[config.mk]
export PLATFORM = sky130hd
export DESIGN_NAME = cxapbasyncbridge_slv_hs_ctrl
export DESIGN_NICKNAME = d
export VERILOG_FILES = /design/src/rtl/cxapbasyncbridge_slv_hs_ctrl.sv
export SDC_FILE = /design/constraint.sdc
export NUM_CORES = 1
export LEC_CHECK = 0
export BUFFER_PORTS_ARGS = -buffer_cell sky130_fd_sc_hd__buf_2
export CAP_MARGIN = 10
export CORE_MARGIN = 4
export CORE_UTILIZATION = 30
export CTS_CLUSTER_SIZE = 30
export DETAILED_ROUTE_END_ITERATION = 7
export HOLD_SLACK_MARGIN = 0.02
export SETUP_SLACK_MARGIN = 0.02
export SYNTH_ARGS = -nofsm -noshare
export SYNTH_HDL_FRONTEND = slang
export SYNTH_SLANG_ARGS = --single-unit
[constraint.sdc]
create_clock -name PCLKS -period 1.65 [get_ports PCLKS]
set_input_delay 0.2475 -clock PCLKS [delete_from_list [all_inputs] [get_ports PCLKS]]
set_output_delay 0.2475 -clock PCLKS [all_outputs]
set_load 0.1 [all_outputs]
[src/rtl/cxapbasyncbridge_slv_hs_ctrl.sv]
// ---------------------------------------------------------------------------
// cxapbasyncbridge_slv_hs_ctrl
//   Slave-side transfer sequencer of the APB asynchronous bridge (PCLKS domain).
//   Accepts one APB3 transfer at a time, holds address/data/direction stable,
//   launches the transfer to the master domain as a toggle request and waits
//   for the synchronised toggle acknowledge before completing the APB access
//   with the returned read data / error response.
//
// Ports
//   PCLKS, PRESETSn          slave clock, async active-low reset
//   PSELS/PENABLES/PWRITES   APB control
//   PADDRS/PWDATAS           APB address / write data
//   PRDATAS/PREADYS/PSLVERRS APB response (all registered)
//   req_tgl                  request toggle to master domain
//   req_addr/wdata/write     held request, stable from req_tgl flip until ack
//   ack_tgl_async            ack toggle from master domain (unsynchronised)
//   ack_rdata/ack_slverr     response, stable before ack toggles
//   spurious_ack             sticky: ack event seen with no request pending
//   state_dbg_o              current FSM state (0 IDLE, 1 WAIT_ACK, 2 RESP)
//
// Handshake: a request is outstanding from the req_tgl flip until ack_tgl
// (after synchronisation) differs from its previously seen value; exactly one
// request may be outstanding, and req_* never change while one is.
// ---------------------------------------------------------------------------
module cxapbasyncbridge_slv_hs_ctrl #(
  parameter int ADDR_WIDTH  = 12,
  parameter int DATA_WIDTH  = 32,
  parameter int SYNC_STAGES = 2
) (
  input  logic                  PCLKS,
  input  logic                  PRESETSn,
  input  logic                  PSELS,
  input  logic                  PENABLES,
  input  logic                  PWRITES,
  input  logic [ADDR_WIDTH-1:0] PADDRS,
  input  logic [DATA_WIDTH-1:0] PWDATAS,
  output logic [DATA_WIDTH-1:0] PRDATAS,
  output logic                  PREADYS,
  output logic                  PSLVERRS,
  output logic                  req_tgl,
  output logic [ADDR_WIDTH-1:0] req_addr,
  output logic [DATA_WIDTH-1:0] req_wdata,
  output logic                  req_write,
  input  logic                  ack_tgl_async,
  input  logic [DATA_WIDTH-1:0] ack_rdata,
  input  logic                  ack_slverr,
  output logic                  spurious_ack,
  output logic [1:0]            state_dbg_o
);

  typedef enum logic [1:0] {
    IDLE     = 2'd0,
    WAIT_ACK = 2'd1,
    RESP     = 2'd2
  } state_t;

  state_t                  state_q, state_d;
  logic [SYNC_STAGES-1:0]  ack_sync_q;
  logic                    ack_seen_q;
  logic                    ack_event;
  logic                    abort_q, abort_d;
  logic                    aborting;

  logic                    req_tgl_q, req_tgl_d;
  logic [ADDR_WIDTH-1:0]   req_addr_q, req_addr_d;
  logic [DATA_WIDTH-1:0]   req_wdata_q, req_wdata_d;
  logic                    req_write_q, req_write_d;
  logic [DATA_WIDTH-1:0]   prdata_q, prdata_d;
  logic                    pready_q, pready_d;
  logic                    pslverr_q, pslverr_d;
  logic                    spurious_q, spurious_d;

  // Ack synchroniser; an event is any change of the synchronised level.
  always_ff @(posedge PCLKS or negedge PRESETSn) begin
    if (!PRESETSn) begin
      ack_sync_q <= '0;
      ack_seen_q <= 1'b0;
    end else begin
      ack_sync_q <= {ack_sync_q[SYNC_STAGES-2:0], ack_tgl_async};
      ack_seen_q <= ack_sync_q[SYNC_STAGES-1];
    end
  end

  assign ack_event = ack_sync_q[SYNC_STAGES-1] ^ ack_seen_q;

  // Once PSELS drops during WAIT_ACK the transfer is abandoned for good: the
  // ack is still awaited (the peer is busy) but no response is presented.
  assign aborting = abort_q | ~PSELS;

  // State register
  always_ff @(posedge PCLKS or negedge PRESETSn) begin
    if (!PRESETSn) state_q <= IDLE;
    else           state_q <= state_d;
  end

  // Next-state logic
  always_comb begin
    state_d = state_q;
    case (state_q)
      IDLE: begin
        // A spurious ack takes priority and keeps the FSM idle.
        if (!ack_event && PSELS && !PENABLES) state_d = WAIT_ACK;
      end
      WAIT_ACK: begin
        if (ack_event) state_d = aborting ? IDLE : RESP;
      end
      RESP:    state_d = IDLE;
      default: state_d = IDLE;
    endcase
  end

  // Output / datapath next values
  always_comb begin
    req_tgl_d   = req_tgl_q;
    req_addr_d  = req_addr_q;
    req_wdata_d = req_wdata_q;
    req_write_d = req_write_q;
    prdata_d    = prdata_q;
    pready_d    = 1'b0;
    pslverr_d   = 1'b0;
    spurious_d  = spurious_q;
    abort_d     = abort_q;
    case (state_q)
      IDLE: begin
        abort_d = 1'b0;
        if (ack_event) begin
          spurious_d = 1'b1;
        end else if (PSELS && !PENABLES) begin
          req_addr_d  = PADDRS;
          req_wdata_d = PWDATAS;
          req_write_d = PWRITES;
          req_tgl_d   = ~req_tgl_q;
        end
      end
      WAIT_ACK: begin
        if (ack_event) begin
          if (!aborting) begin
            pready_d  = 1'b1;
            pslverr_d = ack_slverr;
            if (!req_write_q) prdata_d = ack_rdata;
          end
        end else if (!PSELS) begin
          abort_d = 1'b1;
        end
      end
      default: ;
    endcase
  end

  always_ff @(posedge PCLKS or negedge PRESETSn) begin
    if (!PRESETSn) begin
      req_tgl_q   <= 1'b0;
      req_addr_q  <= '0;
      req_wdata_q <= '0;
      req_write_q <= 1'b0;
      prdata_q    <= '0;
      pready_q    <= 1'b0;
      pslverr_q   <= 1'b0;
      spurious_q  <= 1'b0;
      abort_q     <= 1'b0;
    end else begin
      req_tgl_q   <= req_tgl_d;
      req_addr_q  <= req_addr_d;
      req_wdata_q <= req_wdata_d;
      req_write_q <= req_write_d;
      prdata_q    <= prdata_d;
      pready_q    <= pready_d;
      pslverr_q   <= pslverr_d;
      spurious_q  <= spurious_d;
      abort_q     <= abort_d;
    end
  end

  assign PRDATAS      = prdata_q;
  assign PREADYS      = pready_q;
  assign PSLVERRS     = pslverr_q;
  assign req_tgl      = req_tgl_q;
  assign req_addr     = req_addr_q;
  assign req_wdata    = req_wdata_q;
  assign req_write    = req_write_q;
  assign spurious_ack = spurious_q;
  assign state_dbg_o  = state_q;

endmodule

Word-level counts from Yosys, hierarchy flattened --
Index checks and enable logic that the tools add are counted.
Word-level totals: ROM bits 0, register bits 87, bits in latches 0, RAM bits 0, output and inout bits 83, memories 0
Operators by class: bitwise operators 7, order comparisons 0, $mul 0, equal/unequal tests 5, reductions and logical operators 12, divide/modulo/power cells 0, muxes and demuxes 13, add/sub/neg operators 0, shifts and indexed selects 0
Operators by type and width (number):
- $mux 1 | 8
- $ne 2x2->1 const B | 4
- $mux 2 | 3
- $reduce_and 3->1 | 2
- $not 1->1 | 5
- $pmux 2 s2 | 1
- $reduce_and 2->1 | 2
- $reduce_and 4->1 | 1
- $logic_and 1x1->1 | 3
- $eq 2x1->1 const B | 1
- $logic_not 1->1 | 2
- $logic_not 2->1 | 1
- $pmux 1 s2 | 1
- $reduce_bool 2->1 | 1
- $or 1x1->1 | 1
- $xor 1x1->1 | 1

Longest topological paths before layout --
Gate-level depths: netlist (run 1).
word-level depth 6, mapped depth 5

Worst setup path after synthesis (run 1) --
Ideal clock, no wire load.
kind register -> register, start reg state_q[0], in the netlist state_dbg_o[0], end reg prdata_q[10], in the netlist PRDATAS[10], path buffers 1, data required time 1.522 ns, library setup time 0.128 ns, stages on the path, launching flop included 5, path slack -0.499 ns, arrival time 2.021 ns, cell sequence dfrtp_1 > nand4bb_1 > nor3_4 > buf_4 > mux2_1
Between the ends: longest elaborated chain between the ends 2
RTL lines:
- from (decl) | line 57 | state_t state_q, state_d;
- from (signal assigned) | line 93 | else state_q <= state_d;
- $eq 2x1->1 | line 123 | case (state_q)
- $reduce_and 4->1 (no source line)
- to (signal assigned) | line 166 | prdata_q <= prdata_d;
- to (decl) | line 68 | logic [DATA_WIDTH-1:0] prdata_q, prdata_d;
No other way between the ends. A chain may end at the register's enable or synchronous reset.

Final worst setup path (run 1) --
start reg ack_seen_q, end reg req_wdata_q[4], in the netlist req_wdata[4]
Between the ends: longest elaborated chain between the ends 3
RTL lines:
- from (decl) | line 59 | logic ack_seen_q;
- from (signal assigned) | line 80 | ack_seen_q <= ack_sync_q[SYNC_STAGES-1];
- $xor 1x1->1 | line 84 | assign ack_event = ack_sync_q[SYNC_STAGES-1] ^ ack_seen_q;
- $not 1->1 (no source line)
- $reduce_and 3->1 (no source line)
- to (signal assigned) | line 164 | req_wdata_q <= req_wdata_d;
- to (decl) | line 66 | logic [DATA_WIDTH-1:0] req_wdata_q, req_wdata_d;
No other way between the ends.

==> results of run 1 <==
logic make-up (layout without fill, tap and decap cells):
group	Yosys count	count (layout)	share of synthesized area (%)
multiplexers	77	77	29.24
AO/OA/AOI/OAI	2	2	0.3734
XOR/XNOR	2	2	1.083
buffers and inverters	9	204	2.166
AND/OR/NAND/NOR	11	11	2.166
flip-flops	87	87	64.97
worst register-to-register path, delay by kind of cell (launching register included):
family,cells,cell delay (ns)
xor gates and xnor gates,1,0.23
buffers and inverters,2,0.37
DFF,1,0.44
muxes,1,0.31
and+or+nand+nor,1,0.20
Yosys cell counts, drive strengths merged:
cell type	count	area share, %
dfrtp	87	65
nand4bb	1	0.34
buf	8	2.1
xnor2	2	1.1
nand3b	1	0.22
nor3	1	0.49
and2	1	0.19
nand2	1	0.11
inv	1	0.11
nand4b	1	0.26
mux2	77	29
o31ai	1	0.22
a21oi	1	0.15
nor2	5	0.56
what timing repair did:
item	CTS	global route
hold endpoints to repair	25	0
setup endpoints to repair	48	64
cloned	0	4
hold buffers	2	0
resized for setup	2	48
buffers inserted	0	5
final timing paths:
kind,from,depth (start not counted),end,slack (ns)
worst max-delay path,ack_seen_q,5,req_wdata[4],-0.007
worst min-delay path,PWDATAS[11],2,req_wdata[11],0.11
worst max register to register,ack_seen_q,5,req_wdata[4],-0.007
worst min register to register,ack_sync_q[0],0,ack_sync_q[1],0.35
max in group asynchronous,PRESETSn,3,PRDATAS[30],0.73
min in group asynchronous,PRESETSn,2,PRDATAS[10],0.33
routing by layer:
metal	share of wire [%]	track usage, %	vias up	wire length, µm
li1	-	-	1030	-
met1	42	14.71	1112	3415
met2	48	18.22	106	3903
met3	9.3	3.820	8	757
met4	1.1	4.087	0	93
met5	0	0	-	0
through the flow:
step                std cells  cell area (µm²)
global route              523             5022
finish                    523             5022
CTS                       514             4693
detailed placement        496             4456
global placement          496             4456
floorplan                 188             3376
cell type report:
type / instances / area [µm²]
fillers: 982 / 5866
flip-flops and latches: 87 / 2187
multi-input cells: 92 / 1286
repair buffers: 187 / 1157
well taps: 140 / 175.2
clock buffers: 11 / 131.4
clock inverters: 5 / 81.33
inverters: 1 / 3.754
flip-flops by register name, indices dropped and copies added, names as in the netlist:
name and cells:
PSLVERRS 1, req_tgl 1, PREADYS 1, spurious_ack 1, req_wdata 32, PRDATAS 32
req_write 1, ack_seen_q 1, state_dbg_o 2, req_addr 12, abort_q 1, ack_sync_q 2
==> out/results.ini, run 1 <==
[logic_synthesis]
ys_types=19
netlist_area_um2=3351
syn_inst=188
ys_warn_count=0
ys_ff_latch=87
avgSynthCellArea_um2=17.82
ys_seq_area_share_pct=64.97
synth_fp_nets=271

[critical_path]
cpPeakStageDelay_ns=0.44
cpMaxStageDelayCell=dfrtp_1
crit_family=flip-flops
cp.arrival_ns=1.89
path_cells=xnor2_4, nand4b_1, buf_4, clkbuf_16, mux2_1
cp.required_ns=1.88
path_class=flip-flop to flip-flop
path_buf_inv=2
worst-path-max-fanout=10
setup.worst_path.start_class=flip-flop
worstSetupEndpointType=flip-flop

[timing]
clock_skew_ns=0.01466
whs_ns=0.1062
period_needed_ns=1.657
finalWorstSetupSlack_ns=-0.007322
finalSetupViolations=9
finalHoldViolCount=0
rsz0062_at_grt=true
fin_crit_sh_pct=100.4
slew_violations=0
clock.fmax_mhz=603.4
relSlewSlack_pct=66.74
fin_tns_setup_ns=-0.02244
worst_slew_pin_slew_ns=0.5024

[placement]
io_buffers=165
pre_cts_slack_ns=0.008497
place.gp.congestion=0.7222
hpwlAfterDp_um=5596

[clock_network]
cts_tree=done
cts.path.max_buffers=2
h-tree-depth=3
cts.clk_slew.worst_paths_ns=0.09
cts_buffers=9
cts.sinks=87
clock_latency_ns=0.35
cts-root-buf=clkbuf_8

[drt]
ant_nets=0
avgRoutedWirePerCell_um=15.62
drt_iter0_markers=80
dr.pass1.iters=4
drc_errors=0
viasPerCell=4.314
totalWireLength_um=8169
vias=2256

[global_route]
grt_max_degree=45
grt_overflow=0
grt_pass1_wl_um=11840
antenna_found_initial=0
grt_usage_pct=11.48
grt_pass1_vias=2394

[die]
coreArea_um2=10890
chipHeight_um=113.7
ios=166
die_x_um=113.7
initial_core_util_pct=30.77
rows=38
die-area_um2=12920

[outcome]
status=finished, violations left
violations=negative setup slack

[final_layout]
final_core_util_pct=46.13
fin_nets=461
final_cell_mix=buf_2, dfrtp_1, mux2_4
final_common_cell=buf_2
syn_to_final_growth_pct=49.89
drive_above_1_share_pct=73.37
n_antenna_cell=0

[hold_path]
hp-class=input pin to flip-flop

[run]
max_cap_violations=0

Power of run 1 is left out: the tool's default activity adds up to more than one toggle a clock period on the data nets, which glitch-free logic cannot reach.
==> inputs of run 2 (changes only) <==
- CORE_ASPECT_RATIO: unset -> 0.9
- SLEW_MARGIN: unset -> 25
==> run 2 against run 1 <==
  * The flow still finishes with violations (negative setup slack)
  * Sequential share of layout area fell by 0.12 points
  * Final cell count rose by 2.3%
  * Critical path depth rose by 1
  * Clock-buffer cell count rose by 2
  * Via count fell by 1.6%
  * Worst hold slack improved by 0.022 ns
  * Maximum frequency fell by 0.55%
  * Global-route usage rose by 0.73 points
  * Flip-flop and latch count did not move
  * First-iteration DRC count rose by 14%
  * Largest cell class unchanged
  * Core utilization rose by 0.24 points
==> out/results.ini, run 2 (synthesis gave the netlist of run 1 again) <==
[critical_path]
crit_family=flip-flops
cp.required_ns=1.86  ; -0.02 ns
worstSetupEndpointType=flip-flop
path_cells=nand4bb_4, nor3_4, buf_6, buf_12, buf_16, mux2_1
path_class=flip-flop to flip-flop
timing.rr.end=PRDATAS[24]
reg2reg_slack_ns=-0.02  ; about the same
cpMaxStageDelayCell=dfrtp_4
r2r-start=state_dbg_o[1]
cp.arrival_ns=1.87  ; -0.02 ns
path_buf_inv=3  ; +1
worst-path-max-fanout=8  ; -2
reg2reg_depth=6  ; +1
setup.worst_path.start_class=flip-flop
cpPeakStageDelay_ns=0.47  ; +0.03 ns

[timing]
period_needed_ns=1.666  ; +0.009088 ns
fin_crit_sh_pct=101.0  ; +0.55 points
finalWorstSetupSlack_ns=-0.01641  ; -0.009088 ns
worst_slew_pin_slew_ns=0.5105  ; +0.008063 ns
whs_ns=0.1278  ; +0.02153 ns
finalSetupViolations=7  ; -2
rsz0062_at_grt=true
clock.fmax_mhz=600.1  ; -0.55%
relSlewSlack_pct=66.20  ; -0.53 points
finalHoldViolCount=0  ; unchanged
slew_violations=0  ; unchanged
clock_skew_ns=0.004973  ; -0.009691 ns

[placement]
io_buffers=165  ; unchanged
dpl_cell_area_um2=4415  ; -0.90%
place.gp.congestion=0.6838  ; -5.3%
hpwlAfterDp_um=5357  ; -4.3%

[die]
ios=166  ; unchanged
die_x_um=119.4  ; +5.0%
initial_core_util_pct=30.87  ; +0.092 points
chipHeight_um=108.3  ; -4.8%
die-area_um2=12930  ; about the same
coreArea_um2=10860  ; -0.30%
rows=36  ; -5.3%

[final_layout]
final_common_cell=buf_2
drive_above_1_share_pct=66.06  ; -7.3 points
n_antenna_cell=0  ; unchanged
fin_nets=461  ; unchanged
final_cell_mix=buf_2, dfrtp_1, mux2_4
stdcell_area_um2=5034  ; +0.22%
final_core_util_pct=46.37  ; +0.24 points
syn_to_final_growth_pct=50.22

[drt]
ant_nets=0  ; unchanged
viasPerCell=4.150  ; -3.8%
avgRoutedWirePerCell_um=15.53  ; -0.59%
drt_iter0_markers=91  ; +14%
totalWireLength_um=8307  ; +1.7%
dr.pass1.iters=3  ; -1
drc_errors=0  ; unchanged
vias=2220  ; -1.6%

[clock_network]
cts-root-buf=clkbuf_16
clock_latency_ns=0.33  ; -0.02 ns
cts_buffers=9  ; unchanged
cts_tree=done
cts.sinks=87  ; unchanged
cts.clk_slew.worst_paths_ns=0.06  ; -0.03 ns
h-tree-depth=3  ; unchanged
cts.path.max_buffers=2  ; unchanged

[global_route]
grt_pass1_wl_um=12150  ; +2.6%
grt_usage_pct=12.22  ; +0.73 points
antenna_found_initial=0  ; unchanged
grt_pass1_vias=2337  ; -2.4%
grt_max_degree=88  ; +96%
grt_overflow=0  ; unchanged

[hold_path]
worstHoldPathCells=2  ; unchanged
min_to=req_wdata[18]
hp-class=input pin to flip-flop
worstHoldStart=PWDATAS[18]

[outcome]
violations=negative setup slack
status=finished, violations left

[run]
max_cap_violations=0  ; unchanged

==> run 2: area by class of cell <==
class	instances	area, µm²
Fill cell	976	5822
Sequential cell	87	2186
Multi-Input combinational cell	92	1185
Timing Repair Buffer	187	1176
Clock buffer	13	250.2
Tap cell	152	190.2
Clock inverter	3	42.54
Inverter	1	3.754
==> run 2: how the worst max path moves through the flow <==
| stage | from | end | slack [ns] | cells past startpoint |
|---|---|---|---|---|
| after floorplan | state_dbg_o[1] | PRDATAS[10] | -0.08 | 4 |
| after global placement | ack_seen_q | req_wdata[21] | 0.02 | 4 |
| after detailed placement | ack_seen_q | req_wdata[14] | -0.03 | 4 |
| after CTS | state_dbg_o[1] | PRDATAS[11] | -0.04 | 6 |
| after global routing | state_dbg_o[1] | PRDATAS[12] | -0.10 | 6 |
| final | state_dbg_o[1] | PRDATAS[24] | -0.02 | 6 |
==> run 2: worst reg2reg max path: cells and delay by family (launching register included) <==
| kind | cells | cell delay (ns) |
|---|---|---|
| flip-flops | 1 | 0.47 |
| AND/OR/NAND/NOR | 2 | 0.39 |
| buffers and inverters | 3 | 0.37 |
| multiplexers | 1 | 0.32 |
==> run 2: per-stage QoR <==
step           TNS (ns)  cells  setup WS, ns
3_5_place_dp    -0.6351    504      -0.03403
5_1_grt          -2.696    535       -0.1026
3_3_place_gp          0    504       0.01769
2_1_floorplan    -2.671    188      -0.07852
4_1_cts         -0.3462    530      -0.04109
6_report        -0.1008    535      -0.01641
==> run 2: per-layer routing <==
layer	wire length, µm	global-route usage [%]	vias up
met5	0	0	-
met4	97	3.925	0
met3	662	4.864	9
met2	4238	20.37	96
met1	3309	14.60	1075
li1	-	-	1040
==> run 2: timing repair <==
item                                   4_1_cts  5_1_grt
pin swaps                                    1        0
setup endpoints to repair                   77       77
buffers inserted                             6        2
gates resized for setup                     14       15
hold buffers                                 2        0
endpoints found under the hold margin       88        0
cloned                                       2        4
Power of run 2 is left out for the same reason.
==> inputs of run 3 (changes only) <==
- PLACE_DENSITY_LB_ADDON: unset -> 0.25
==> run 3 against run 2 <==
  * The run now ends clean
  * Routed wire length down 11%
  * Clock skew increased by 0.00092 ns
  * Register-to-register slack improved by 0.05 ns
  * Core utilization decreased by 2.2 points
  * Worst hold slack lost 0.0018 ns
  * Global-route usage decreased by 0.77 points
  * Flip-flop and latch count is the same
  * First-iteration DRC count fell by 30%
==> out/results.ini, run 3 (synthesis gave the netlist of run 1 again) <==
[final_layout]
fillers=1013  ; +3.8%
stdcell_count=523  ; -2.2%
syn_to_final_growth_pct=43.02
n_antenna_cell=0  ; unchanged
final_core_util_pct=44.14  ; -2.2 points
drive_above_1_share_pct=61.19  ; -4.9 points
stdcell_area_um2=4792  ; -4.8%
fin_nets=450  ; -2.4%
final_cell_mix=buf_2, dfrtp_1, mux2_1
final_common_cell=buf_2
multi_input_comb_area_um2=1117  ; -5.7%
regArea_um2=2186  ; unchanged

[critical_path]
cp.required_ns=1.86  ; about the same
cp.arrival_ns=1.83  ; -0.04 ns
worst-path-max-fanout=32  ; +24
worstSetupEndpointType=flip-flop
path_class=flip-flop to flip-flop
setup.worst_path.start_class=flip-flop

[timing]
finalSetupViolations=0  ; -7
relSlewSlack_pct=66.22  ; about the same
rsz0062_at_grt=true
finalHoldViolCount=0  ; unchanged
clock.fmax_mhz=620.2  ; +3.4%
slew_violations=0  ; unchanged
clock_skew_ns=0.005890  ; +0.0009167 ns
period_needed_ns=1.612  ; -0.05412 ns
fin_crit_sh_pct=97.71  ; -3.3 points
worst_slew_pin_slew_ns=0.5102  ; -0.0002700 ns
whs_ns=0.1260  ; -0.001752 ns

[placement]
place.gp.congestion=0.7139  ; +4.4%
hpwlAfterDp_um=5302  ; -1.0%
dp_cells=504  ; unchanged
io_buffers=165  ; unchanged
dpl_cell_area_um2=4441  ; +0.57%

[clock_network]
cts_buffers=9  ; unchanged
cts.clk_slew.worst_paths_ns=0.06  ; about the same
cts-root-buf=clkbuf_16
h-tree-depth=3  ; unchanged
cts_tree=done
clock_latency_ns=0.33  ; about the same
cts.path.max_buffers=2  ; unchanged
cts.sinks=87  ; unchanged

[global_route]
grt_usage_pct=11.45  ; -0.77 points
grt_max_degree=33  ; -63%
grt_overflow=0  ; unchanged
antenna_found_initial=0  ; unchanged
grt_pass1_wl_um=11520  ; -5.2%
grt_pass1_vias=2271  ; -2.8%

[drt]
vias=2170  ; -2.3%
viasPerCell=4.149  ; about the same
totalWireLength_um=7401  ; -11%
drc_errors=0  ; unchanged
drt_iter0_markers=64  ; -30%
dr.pass1.iters=4  ; +1
ant_nets=0  ; unchanged
avgRoutedWirePerCell_um=14.15  ; -8.9%

[outcome]
status=finished, final reports clean

[die]
initial_core_util_pct=30.87  ; unchanged
ios=166  ; unchanged
coreArea_um2=10860  ; unchanged
die-area_um2=12930  ; unchanged
rows=36  ; unchanged
chipHeight_um=108.3  ; unchanged
die_x_um=119.4  ; unchanged

[run]
max_cap_violations=0  ; unchanged

[hold_path]
hp-class=input pin to flip-flop

## run 3: final timing paths
kind / start / endpoint / slack (ns) / cells after the start
setup / recovery: state_dbg_o[1] / PRDATAS[0] / 0.04 / 4
hold / removal: PWDATAS[15] / req_wdata[15] / 0.13 / 2
setup reg to reg: state_dbg_o[1] / PRDATAS[0] / 0.04 / 4
hold reg to reg: ack_sync_q[0] / ack_sync_q[1] / 0.35 / 0
max in group asynchronous: PRESETSn / PSLVERRS / 0.76 / 3
min in group asynchronous: PRESETSn / PRDATAS[12] / 0.40 / 2
## run 3: what timing repair did
action	CTS	global route
endpoints found under the hold margin	28	0
setup endpoints to repair	0	55
hold buffers	2	0
gates resized for setup	0	1
buffers inserted	0	1
## run 3: layout make-up
class / count / share of cell area [%]
clock buffers: 9 / 4.700
clock inverters: 6 / 1.462
repair buffers: 176 / 20.86
multi-input cells: 92 / 23.32
well taps: 152 / 3.969
flip-flops and latches: 87 / 45.61
inverters: 1 / 0.07833
## run 3: routing by layer
layer  global-route usage [%]  vias to the layer above  part of all wire (%)
li1                         -                     1013                     -
met1                    14.95                     1048                    44
met2                    17.51                      101                    45
met3                    4.289                        8                   9.3
met4                    4.170                        0                   1.4
met5                        0                        -                     0
## run 3: per-stage QoR
step	setup WS [ns]	setup TNS (ns)
after CTS	0.02054	0
after global routing	-0.03465	-0.3332
final	0.03771	0
after global placement	0.04957	0
after detailed placement	0.03149	0
after floorplan	-0.07852	-2.671
## run 3: worst max-delay path: stages (launching register included)
cell       delay (ns)
dfrtp_4          0.50
nand4bb_4        0.23
nor3_4           0.17
buf_12           0.23
mux2_2           0.35
Power of run 3 is left out for the same reason.
